### config.mk
export PLATFORM = sky130hd
export DESIGN_NAME = regfile_sb_flat
export DESIGN_NICKNAME = d
export VERILOG_FILES = /design/src/rtl/regfile_pkg.sv /design/src/rtl/regfile_sb_if.sv /design/src/rtl/regfile_scoreboard.sv /design/src/rtl/regfile_sb.sv /design/src/flat_wrapper.sv
export SDC_FILE = /design/constraint.sdc
export NUM_CORES = 1
export LEC_CHECK = 0
export CORE_MARGIN = 4
export CORE_UTILIZATION = 58
export CTS_CLUSTER_SIZE = 12
export DETAILED_ROUTE_END_ITERATION = 10
export PLACE_DENSITY = 0.81
export SLEW_MARGIN = 5
export SYNTH_ARGS = -nofsm -noshare
export SYNTH_HDL_FRONTEND = slang
export SYNTH_SLANG_ARGS = --single-unit
### constraint.sdc
create_clock -name clk -period 3.9 [get_ports clk]
set_input_delay 0.78 -clock clk [delete_from_list [all_inputs] [get_ports clk]]
set_output_delay 0.78 -clock clk [all_outputs]
set_load 0.01 [all_outputs]
### src/rtl/regfile_pkg.sv
// Shared defaults and busy-count helper for the regfile_sb register file.
package regfile_pkg;

  localparam int unsigned DEF_DATA_W = 16;
  localparam int unsigned DEF_ADDR_W = 3;
  localparam int unsigned DEF_NUM_RD = 2;

  typedef enum logic [1:0] {
    CntHold,
    CntInc,
    CntDec
  } cnt_op_e;

  // A reserve that sets a clear bit and a write that clears a set bit cancel out.
  function automatic cnt_op_e busy_cnt_op(input logic set_bit, input logic clr_bit);
    if (set_bit && !clr_bit) begin
      return CntInc;
    end else if (clr_bit && !set_bit) begin
      return CntDec;
    end
    return CntHold;
  endfunction

endpackage

### src/rtl/regfile_sb_if.sv
// Read / writeback / reservation bus of regfile_sb; master is the pipeline, slave the regfile.
import regfile_pkg::*;

interface regfile_sb_if #(
  parameter int unsigned DATA_W = DEF_DATA_W,
  parameter int unsigned ADDR_W = DEF_ADDR_W,
  parameter int unsigned NUM_RD = DEF_NUM_RD
);
  localparam int unsigned DEPTH = 2 ** ADDR_W;

  logic [NUM_RD*ADDR_W-1:0] rd_addr;
  logic [NUM_RD*DATA_W-1:0] rd_data;
  logic [NUM_RD-1:0]        rd_busy;
  logic                     wr_en;
  logic [ADDR_W-1:0]        wr_addr;
  logic [DATA_W-1:0]        wr_data;
  logic                     rsv_en;
  logic [ADDR_W-1:0]        rsv_addr;
  logic                     rsv_ok;
  logic [DEPTH-1:0]         busy_vec;
  logic [ADDR_W:0]          busy_cnt;

  modport master (
    output rd_addr, wr_en, wr_addr, wr_data, rsv_en, rsv_addr,
    input  rd_data, rd_busy, rsv_ok, busy_vec, busy_cnt
  );

  modport slave (
    input  rd_addr, wr_en, wr_addr, wr_data, rsv_en, rsv_addr,
    output rd_data, rd_busy, rsv_ok, busy_vec, busy_cnt
  );

endinterface

### src/rtl/regfile_scoreboard.sv
// Per-register busy bits, reservation acceptance and busy count for regfile_sb.
import regfile_pkg::*;

module regfile_scoreboard #(
  parameter int unsigned ADDR_W  = DEF_ADDR_W,
  parameter bit          ZERO_R0 = 1'b0,
  localparam int unsigned DEPTH  = 2 ** ADDR_W
) (
  input  logic              clk,
  input  logic              rst,
  input  logic              wr_en,
  input  logic [ADDR_W-1:0] wr_addr,
  input  logic              rsv_en,
  input  logic [ADDR_W-1:0] rsv_addr,
  output logic              rsv_ok,
  output logic [DEPTH-1:0]  busy_vec,
  output logic [ADDR_W:0]   busy_cnt
);

  logic [DEPTH-1:0] busy_q, busy_d;
  logic [ADDR_W:0]  cnt_q, cnt_d;
  logic             wr_eff, rsv_zero, rsv_set, cnt_inc, cnt_dec;

  assign wr_eff   = wr_en && !(ZERO_R0 && (wr_addr == '0));
  assign rsv_zero = ZERO_R0 && (rsv_addr == '0);
  assign rsv_ok   = rsv_en && (rsv_zero || !busy_q[rsv_addr] ||
                               (wr_en && (wr_addr == rsv_addr)));
  assign rsv_set  = rsv_ok && !rsv_zero;

  // Write and reserve to the same register leave it busy, so that write clears nothing.
  assign cnt_inc = rsv_set && !busy_q[rsv_addr];
  assign cnt_dec = wr_eff && busy_q[wr_addr] && !(rsv_set && (rsv_addr == wr_addr));

  always_comb begin
    busy_d = busy_q;
    if (wr_eff) begin
      busy_d[wr_addr] = 1'b0;
    end
    if (rsv_set) begin
      busy_d[rsv_addr] = 1'b1;
    end
  end

  always_comb begin
    cnt_d = cnt_q;
    case (busy_cnt_op(cnt_inc, cnt_dec))
      CntInc:  cnt_d = cnt_q + 1'b1;
      CntDec:  cnt_d = cnt_q - 1'b1;
      default: cnt_d = cnt_q;
    endcase
  end

  always_ff @(posedge clk) begin
    if (rst) begin
      busy_q <= '0;
      cnt_q  <= '0;
    end else begin
      busy_q <= busy_d;
      cnt_q  <= cnt_d;
    end
  end

  assign busy_vec = busy_q;
  assign busy_cnt = cnt_q;

endmodule

### src/rtl/regfile_sb.sv
// Multi-read-port register file with busy scoreboard.
// Optional same-cycle writeback forwarding when REGFILE_BYPASS_EN is defined.
import regfile_pkg::*;

module regfile_sb #(
  parameter int unsigned DATA_W  = DEF_DATA_W,
  parameter int unsigned ADDR_W  = DEF_ADDR_W,
  parameter int unsigned NUM_RD  = DEF_NUM_RD,
  parameter bit          ZERO_R0 = 1'b0,
  localparam int unsigned DEPTH  = 2 ** ADDR_W
) (
  input  logic         clk,
  input  logic         rst,
  regfile_sb_if.slave  bus
);

  logic [DATA_W-1:0]        mem_q [DEPTH];
  logic                     wr_eff;
  logic [ADDR_W-1:0]        rd_a;
  logic                     rd_zero;
  logic [NUM_RD*DATA_W-1:0] rd_data;
  logic [NUM_RD-1:0]        rd_busy;

  assign wr_eff = bus.wr_en && !(ZERO_R0 && (bus.wr_addr == '0));

  always_ff @(posedge clk) begin
    if (rst) begin
      for (int i = 0; i < DEPTH; i++) begin
        mem_q[i] <= '0;
      end
    end else if (wr_eff) begin
      mem_q[bus.wr_addr] <= bus.wr_data;
    end
  end

  regfile_scoreboard #(
    .ADDR_W  (ADDR_W),
    .ZERO_R0 (ZERO_R0)
  ) u_scoreboard (
    .clk      (clk),
    .rst      (rst),
    .wr_en    (bus.wr_en),
    .wr_addr  (bus.wr_addr),
    .rsv_en   (bus.rsv_en),
    .rsv_addr (bus.rsv_addr),
    .rsv_ok   (bus.rsv_ok),
    .busy_vec (bus.busy_vec),
    .busy_cnt (bus.busy_cnt)
  );

  always_comb begin
    rd_data = '0;
    rd_busy = '0;
    rd_a    = '0;
    rd_zero = 1'b0;
    for (int i = 0; i < NUM_RD; i++) begin
      rd_a    = bus.rd_addr[i*ADDR_W +: ADDR_W];
      rd_zero = ZERO_R0 && (rd_a == '0);
      if (!rd_zero) begin
        rd_data[i*DATA_W +: DATA_W] = mem_q[rd_a];
        rd_busy[i]                  = bus.busy_vec[rd_a];
`ifdef REGFILE_BYPASS_EN
        if (bus.wr_en && (bus.wr_addr == rd_a)) begin
          rd_data[i*DATA_W +: DATA_W] = bus.wr_data;
          rd_busy[i]                  = 1'b0;
        end
`endif
      end
    end
  end

  assign bus.rd_data = rd_data;
  assign bus.rd_busy = rd_busy;

endmodule

### src/flat_wrapper.sv
// flat-port wrapper written by rule: the top's interface ports become plain ports
module regfile_sb_flat 
#(
  parameter int unsigned DATA_W  = DEF_DATA_W,
  parameter int unsigned ADDR_W  = DEF_ADDR_W,
  parameter int unsigned NUM_RD  = DEF_NUM_RD,
  parameter bit          ZERO_R0 = 1'b0,
  localparam int unsigned DEPTH  = 2 ** ADDR_W
)
  (clk, rst, bus_rd_addr, bus_wr_en, bus_wr_addr, bus_wr_data, bus_rsv_en, bus_rsv_addr, bus_rd_data, bus_rd_busy, bus_rsv_ok, bus_busy_vec, bus_busy_cnt);
  regfile_sb_if #(.DATA_W(DATA_W), .ADDR_W(ADDR_W), .NUM_RD(NUM_RD)) bus_i ();
  input  logic clk;
  input  logic rst;
  input wire logic [$bits(bus_i.rd_addr)-1:0] bus_rd_addr;
  input wire logic [$bits(bus_i.wr_en)-1:0] bus_wr_en;
  input wire logic [$bits(bus_i.wr_addr)-1:0] bus_wr_addr;
  input wire logic [$bits(bus_i.wr_data)-1:0] bus_wr_data;
  input wire logic [$bits(bus_i.rsv_en)-1:0] bus_rsv_en;
  input wire logic [$bits(bus_i.rsv_addr)-1:0] bus_rsv_addr;
  output wire logic [$bits(bus_i.rd_data)-1:0] bus_rd_data;
  output wire logic [$bits(bus_i.rd_busy)-1:0] bus_rd_busy;
  output wire logic [$bits(bus_i.rsv_ok)-1:0] bus_rsv_ok;
  output wire logic [$bits(bus_i.busy_vec)-1:0] bus_busy_vec;
  output wire logic [$bits(bus_i.busy_cnt)-1:0] bus_busy_cnt;
  assign bus_i.rd_addr = bus_rd_addr;
  assign bus_i.wr_en = bus_wr_en;
  assign bus_i.wr_addr = bus_wr_addr;
  assign bus_i.wr_data = bus_wr_data;
  assign bus_i.rsv_en = bus_rsv_en;
  assign bus_i.rsv_addr = bus_rsv_addr;
  assign bus_rd_data = bus_i.rd_data;
  assign bus_rd_busy = bus_i.rd_busy;
  assign bus_rsv_ok = bus_i.rsv_ok;
  assign bus_busy_vec = bus_i.busy_vec;
  assign bus_busy_cnt = bus_i.busy_cnt;
  regfile_sb #(.DATA_W(DATA_W), .ADDR_W(ADDR_W), .NUM_RD(NUM_RD), .ZERO_R0(ZERO_R0)) u_core (.clk(clk), .rst(rst), .bus(bus_i));
endmodule
==> run_summary.xml <==
<?xml version="1.0" encoding="UTF-8"?>
<metrics>
  <group name="outcome">
    <metric name="status" unit="">finished clean</metric>
  </group>
  <group name="final_layout">
    <metric name="fillCellCount" unit="">812</metric>
    <metric name="insertedDiodeCount" unit="">0</metric>
    <metric name="layout-drive-gt1-share" unit="">0.2059</metric>
    <metric name="area.growth.synth_to_final" unit="%">20.54</metric>
    <metric name="nets" unit="">630</metric>
    <metric name="mostFrequentLayoutCells" unit="">sky130_fd_sc_hd__and2_1 (128), sky130_fd_sc_hd__edfxtp_1 (128), sky130_fd_sc_hd__clkdlybuf4s50_1 (76), sky130_fd_sc_hd__mux4_1 (46), sky130_fd_sc_hd__mux2_2 (33)</metric>
    <metric name="multi_input_comb_area" unit="mm^2">0.003520</metric>
    <metric name="seq_cell_area" unit="mm^2">0.004084</metric>
  </group>
  <group name="drt">
    <metric name="post-route-drc-count" unit="">0</metric>
    <metric name="dr_total_vias" unit="">4983</metric>
    <metric name="drt_pre_antenna_iters" unit="">5</metric>
    <metric name="postRouteAntennaNets" unit="">0</metric>
    <metric name="wire_per_inst" unit="um">24.03</metric>
    <metric name="dr.first_iter.drc_count" unit="">496</metric>
    <metric name="drt_wl_total" unit="um">18820</metric>
    <metric name="post_drt_via_cell_ratio" unit="">6.364</metric>
  </group>
  <group name="synthesis">
    <metric name="seq_area_frac_synth" unit="">0.5158</metric>
    <metric name="synth.largest_area_cell" unit="">sky130_fd_sc_hd__edfxtp_1</metric>
    <metric name="synthesis.area_per_instance" unit="um^2">15.62</metric>
    <metric name="ys_seq_elements" unit="">140</metric>
    <metric name="synth_top_flop_cell" unit="">sky130_fd_sc_hd__edfxtp_1</metric>
    <metric name="synth.distinct_cells" unit="">44</metric>
    <metric name="ys_async_sr_fraction" unit="">0</metric>
    <metric name="post_synth_main_area_contributors" unit="">sky130_fd_sc_hd__edfxtp_1 (49%), sky130_fd_sc_hd__mux4_1 (15%), sky130_fd_sc_hd__and2_1 (10%)</metric>
    <metric name="synth-edff-count" unit="">128</metric>
    <metric name="yosysWarningCount" unit="">0</metric>
    <metric name="synth_area" unit="mm^2">0.007918</metric>
    <metric name="yosysTopAreaCellShare" unit="">0.4855</metric>
    <metric name="synthesis.instances" unit="">507</metric>
    <metric name="synth_fp_nets" unit="">543</metric>
  </group>
  <group name="grt">
    <metric name="grt_max_degree" unit="">35</metric>
    <metric name="grt_remaining_overflow" unit="">0</metric>
    <metric name="grt_first_pass_wirelength" unit="um">29730</metric>
    <metric name="number_of_global_route_vias_before_repair" unit="">5345</metric>
    <metric name="gr-usage-all-layers" unit="">0.2495</metric>
    <metric name="grt_antenna_before_repair" unit="">0</metric>
  </group>
  <group name="critical_path">
    <metric name="ff2ff_setup_slack" unit="ns">1.30</metric>
    <metric name="worst_r2r_endpoint" unit="">u_core.u_scoreboard.busy_cnt[3]$_SDFFE_PP0P_</metric>
    <metric name="required_time_reported_for_the_critical_path_endpoint" unit="ns">3.12</metric>
    <metric name="critical_path.endpoint_type" unit="">output pin</metric>
    <metric name="path_class" unit="">input pin to output pin</metric>
    <metric name="r2r_start" unit="">u_core.u_scoreboard.busy_vec[4]$_SDFF_PP0_</metric>
    <metric name="wp_data_arrival" unit="ns">2.75</metric>
    <metric name="setup.worst_path.start_class" unit="">input pin</metric>
    <metric name="top_fanout_value_on_the_critical_path" unit="">5</metric>
    <metric name="r2r_cells" unit="">9</metric>
  </group>
  <group name="die">
    <metric name="floorplan.die.height" unit="um">124.8</metric>
    <metric name="fp-row-count" unit="">42</metric>
    <metric name="initial_core_util" unit="">0.5955</metric>
    <metric name="dieWidth" unit="um">124.8</metric>
    <metric name="core_area" unit="mm^2">0.01330</metric>
    <metric name="design.portCount" unit="">79</metric>
    <metric name="total_die_area" unit="mm^2">0.01558</metric>
  </group>
  <group name="clocking">
    <metric name="cts.sink_count" unit="">140</metric>
    <metric name="post_cts.repair.setup_buffers" unit="">0</metric>
    <metric name="cts.repair.resized" unit="">0</metric>
    <metric name="clock_root_buffer" unit="">sky130_fd_sc_hd__clkbuf_16</metric>
    <metric name="cts.reportedPaths.clkPinSlew" unit="ns">0.06</metric>
    <metric name="cts.hold.buffers_added" unit="">0</metric>
    <metric name="cts_inserted_buffers" unit="">17</metric>
    <metric name="maximum_number_of_buffers_from_clock_root_to_sink" unit="">2</metric>
    <metric name="worstSkewPairLatency" unit="ns">0.42</metric>
    <metric name="tritoncts" unit="">yes</metric>
    <metric name="cts_max_level" unit="">4</metric>
  </group>
  <group name="timing">
    <metric name="fin_worst_hold_slack" unit="ns">0.4875</metric>
    <metric name="tightestPinTransition" unit="ns">0.8865</metric>
    <metric name="setup_violations" unit="">0</metric>
    <metric name="period_minus_slack" unit="ns">3.526</metric>
    <metric name="totalNegativeSetupSlack" unit="ns">0</metric>
    <metric name="final.setup_skew" unit="ns">0.003490</metric>
    <metric name="final_hold_viol_count" unit="">0</metric>
    <metric name="relative_slew_slack" unit="">0.4083</metric>
    <metric name="clock.fmax" unit="MHz">283.6</metric>
    <metric name="fin_crit_sh" unit="">0.9040</metric>
    <metric name="timing.final.max_slew_violations" unit="">0</metric>
    <metric name="setup_repair_after_global_routing_missed_its_margin" unit="">no</metric>
  </group>
  <group name="hold_path">
    <metric name="min_from" unit="">u_core.u_scoreboard.busy_cnt[3]$_SDFFE_PP0P_</metric>
    <metric name="hold-path-cell-count" unit="">2</metric>
    <metric name="hold_path_class" unit="">flip-flop to flip-flop</metric>
    <metric name="worst_hold_path.endpoint" unit="">u_core.u_scoreboard.busy_cnt[3]$_SDFFE_PP0P_</metric>
  </group>
  <group name="power">
    <metric name="irDropWorstVdd" unit="uV">330.3</metric>
    <metric name="p_leak" unit="nW">3.481</metric>
    <metric name="report.power.total" unit="mW">4.126</metric>
    <metric name="power.density" unit="mW/mm^2">432.3</metric>
  </group>
  <group name="place">
    <metric name="portBuffers" unit="">78</metric>
    <metric name="gp_congestion" unit="">0.8984</metric>
    <metric name="dpl.hpwl" unit="um">11270</metric>
  </group>
  <group name="job">
    <metric name="max_cap_viol_count" unit="">0</metric>
  </group>
</metrics>
==> cell usage after synthesis, types with 4 or more instances <==
cell type	number
sky130_fd_sc_hd__a21oi_1	7
sky130_fd_sc_hd__and2_1	128
sky130_fd_sc_hd__buf_12	6
sky130_fd_sc_hd__buf_2	7
sky130_fd_sc_hd__buf_6	4
sky130_fd_sc_hd__clkbuf_1	16
sky130_fd_sc_hd__dfxtp_1	12
sky130_fd_sc_hd__edfxtp_1	128
sky130_fd_sc_hd__inv_1	14
sky130_fd_sc_hd__mux2_2	33
sky130_fd_sc_hd__mux2i_1	4
sky130_fd_sc_hd__mux4_1	46
sky130_fd_sc_hd__mux4_2	22
sky130_fd_sc_hd__nand2_1	9
sky130_fd_sc_hd__nand2b_1	5
sky130_fd_sc_hd__nor2_1	11
sky130_fd_sc_hd__o21ai_0	7
sky130_fd_sc_hd__o22ai_1	6
sky130_fd_sc_hd__xor2_1	5
==> metal layers <==
layer	track usage	part of all wire	wire length [um]
met1	0.3207	0.39	7339
met3	0.06175	0.077	1456
met5	0	0	0
met2	0.4218	0.51	9531
met4	0.07781	0.026	490
==> power breakdown <==
| part | switching (mW) | internal, mW | leakage (nW) |
|---|---|---|---|
| sequential | 0.0558 | 1.74 | 1.33 |
| clock | 0.608 | 1.12 | 0.321 |
| combinational | 0.269 | 0.331 | 1.82 |
| total | 0.932 | 3.19 | 3.48 |
==> worst max path at each step <==
stage	start	end	slack (ns)
after floorplan	bus_wr_addr[2]	u_core.u_scoreboard.busy_cnt[3]$_SDFFE_PP0P_	0.73
after global placement	bus_wr_addr[0]	u_core.u_scoreboard.busy_cnt[3]$_SDFFE_PP0P_	0.21
after detailed placement	bus_wr_addr[0]	u_core.u_scoreboard.busy_cnt[3]$_SDFFE_PP0P_	0.12
after CTS	bus_rsv_addr[0]	bus_rsv_ok	0.37
after global routing	bus_rsv_addr[0]	bus_rsv_ok	0.26
final	bus_rsv_addr[0]	bus_rsv_ok	0.37
==> cells by family after synthesis <==
| kind of cell | after synthesis | synth area share |
|---|---|---|
| buffers and inverters | 49 | 0.04093 |
| muxes | 106 | 0.2686 |
| and+or+nand+nor | 168 | 0.1296 |
| adders and majority gates | 4 | 0.007270 |
| xor gates and xnor gates | 5 | 0.005531 |
| DFF | 140 | 0.5158 |
| AOI/OAI and AO/OA | 35 | 0.03224 |
==> critical path, stage by stage <==
cell and delay [ns]:
sky130_fd_sc_hd__clkdlybuf4s50_1 0.53, sky130_fd_sc_hd__buf_4 0.18, sky130_fd_sc_hd__mux2i_1 0.21, sky130_fd_sc_hd__o221a_1 0.28, sky130_fd_sc_hd__o21ai_0 0.16, sky130_fd_sc_hd__nand2_1 0.09, sky130_fd_sc_hd__clkdlybuf4s50_1 0.53
==> flip-flops by register name, summed over array words and instances, names as in the netlist <==
signal / cells
u_core.mem_q: 128
u_core.u_scoreboard.busy_cnt: 4
u_core.u_scoreboard.busy_vec: 8
==> per-stage QoR <==
stage                       util  worst slack [ns]  area (um^2)  std cells
after detailed placement  0.6683            0.1238         8885        751
after global placement    0.6683            0.2093         8885        751
after global routing      0.7179            0.2562         9544        783
after floorplan                -            0.7316         7918        507
final                     0.7179            0.3743         9544        783
after CTS                 0.7179            0.3687         9544        783
==> cell type report <==
cell class                 instances  area share
timing repair buffer             103      0.1057
clock inverter                     5    0.006293
clock buffer                      27     0.06280
inverter                          14    0.005506
multi-input combinational        318      0.3688
tap                              176     0.02307
sequential                       140      0.4279
No activity file was read; power rests on OpenSTA's default activity.
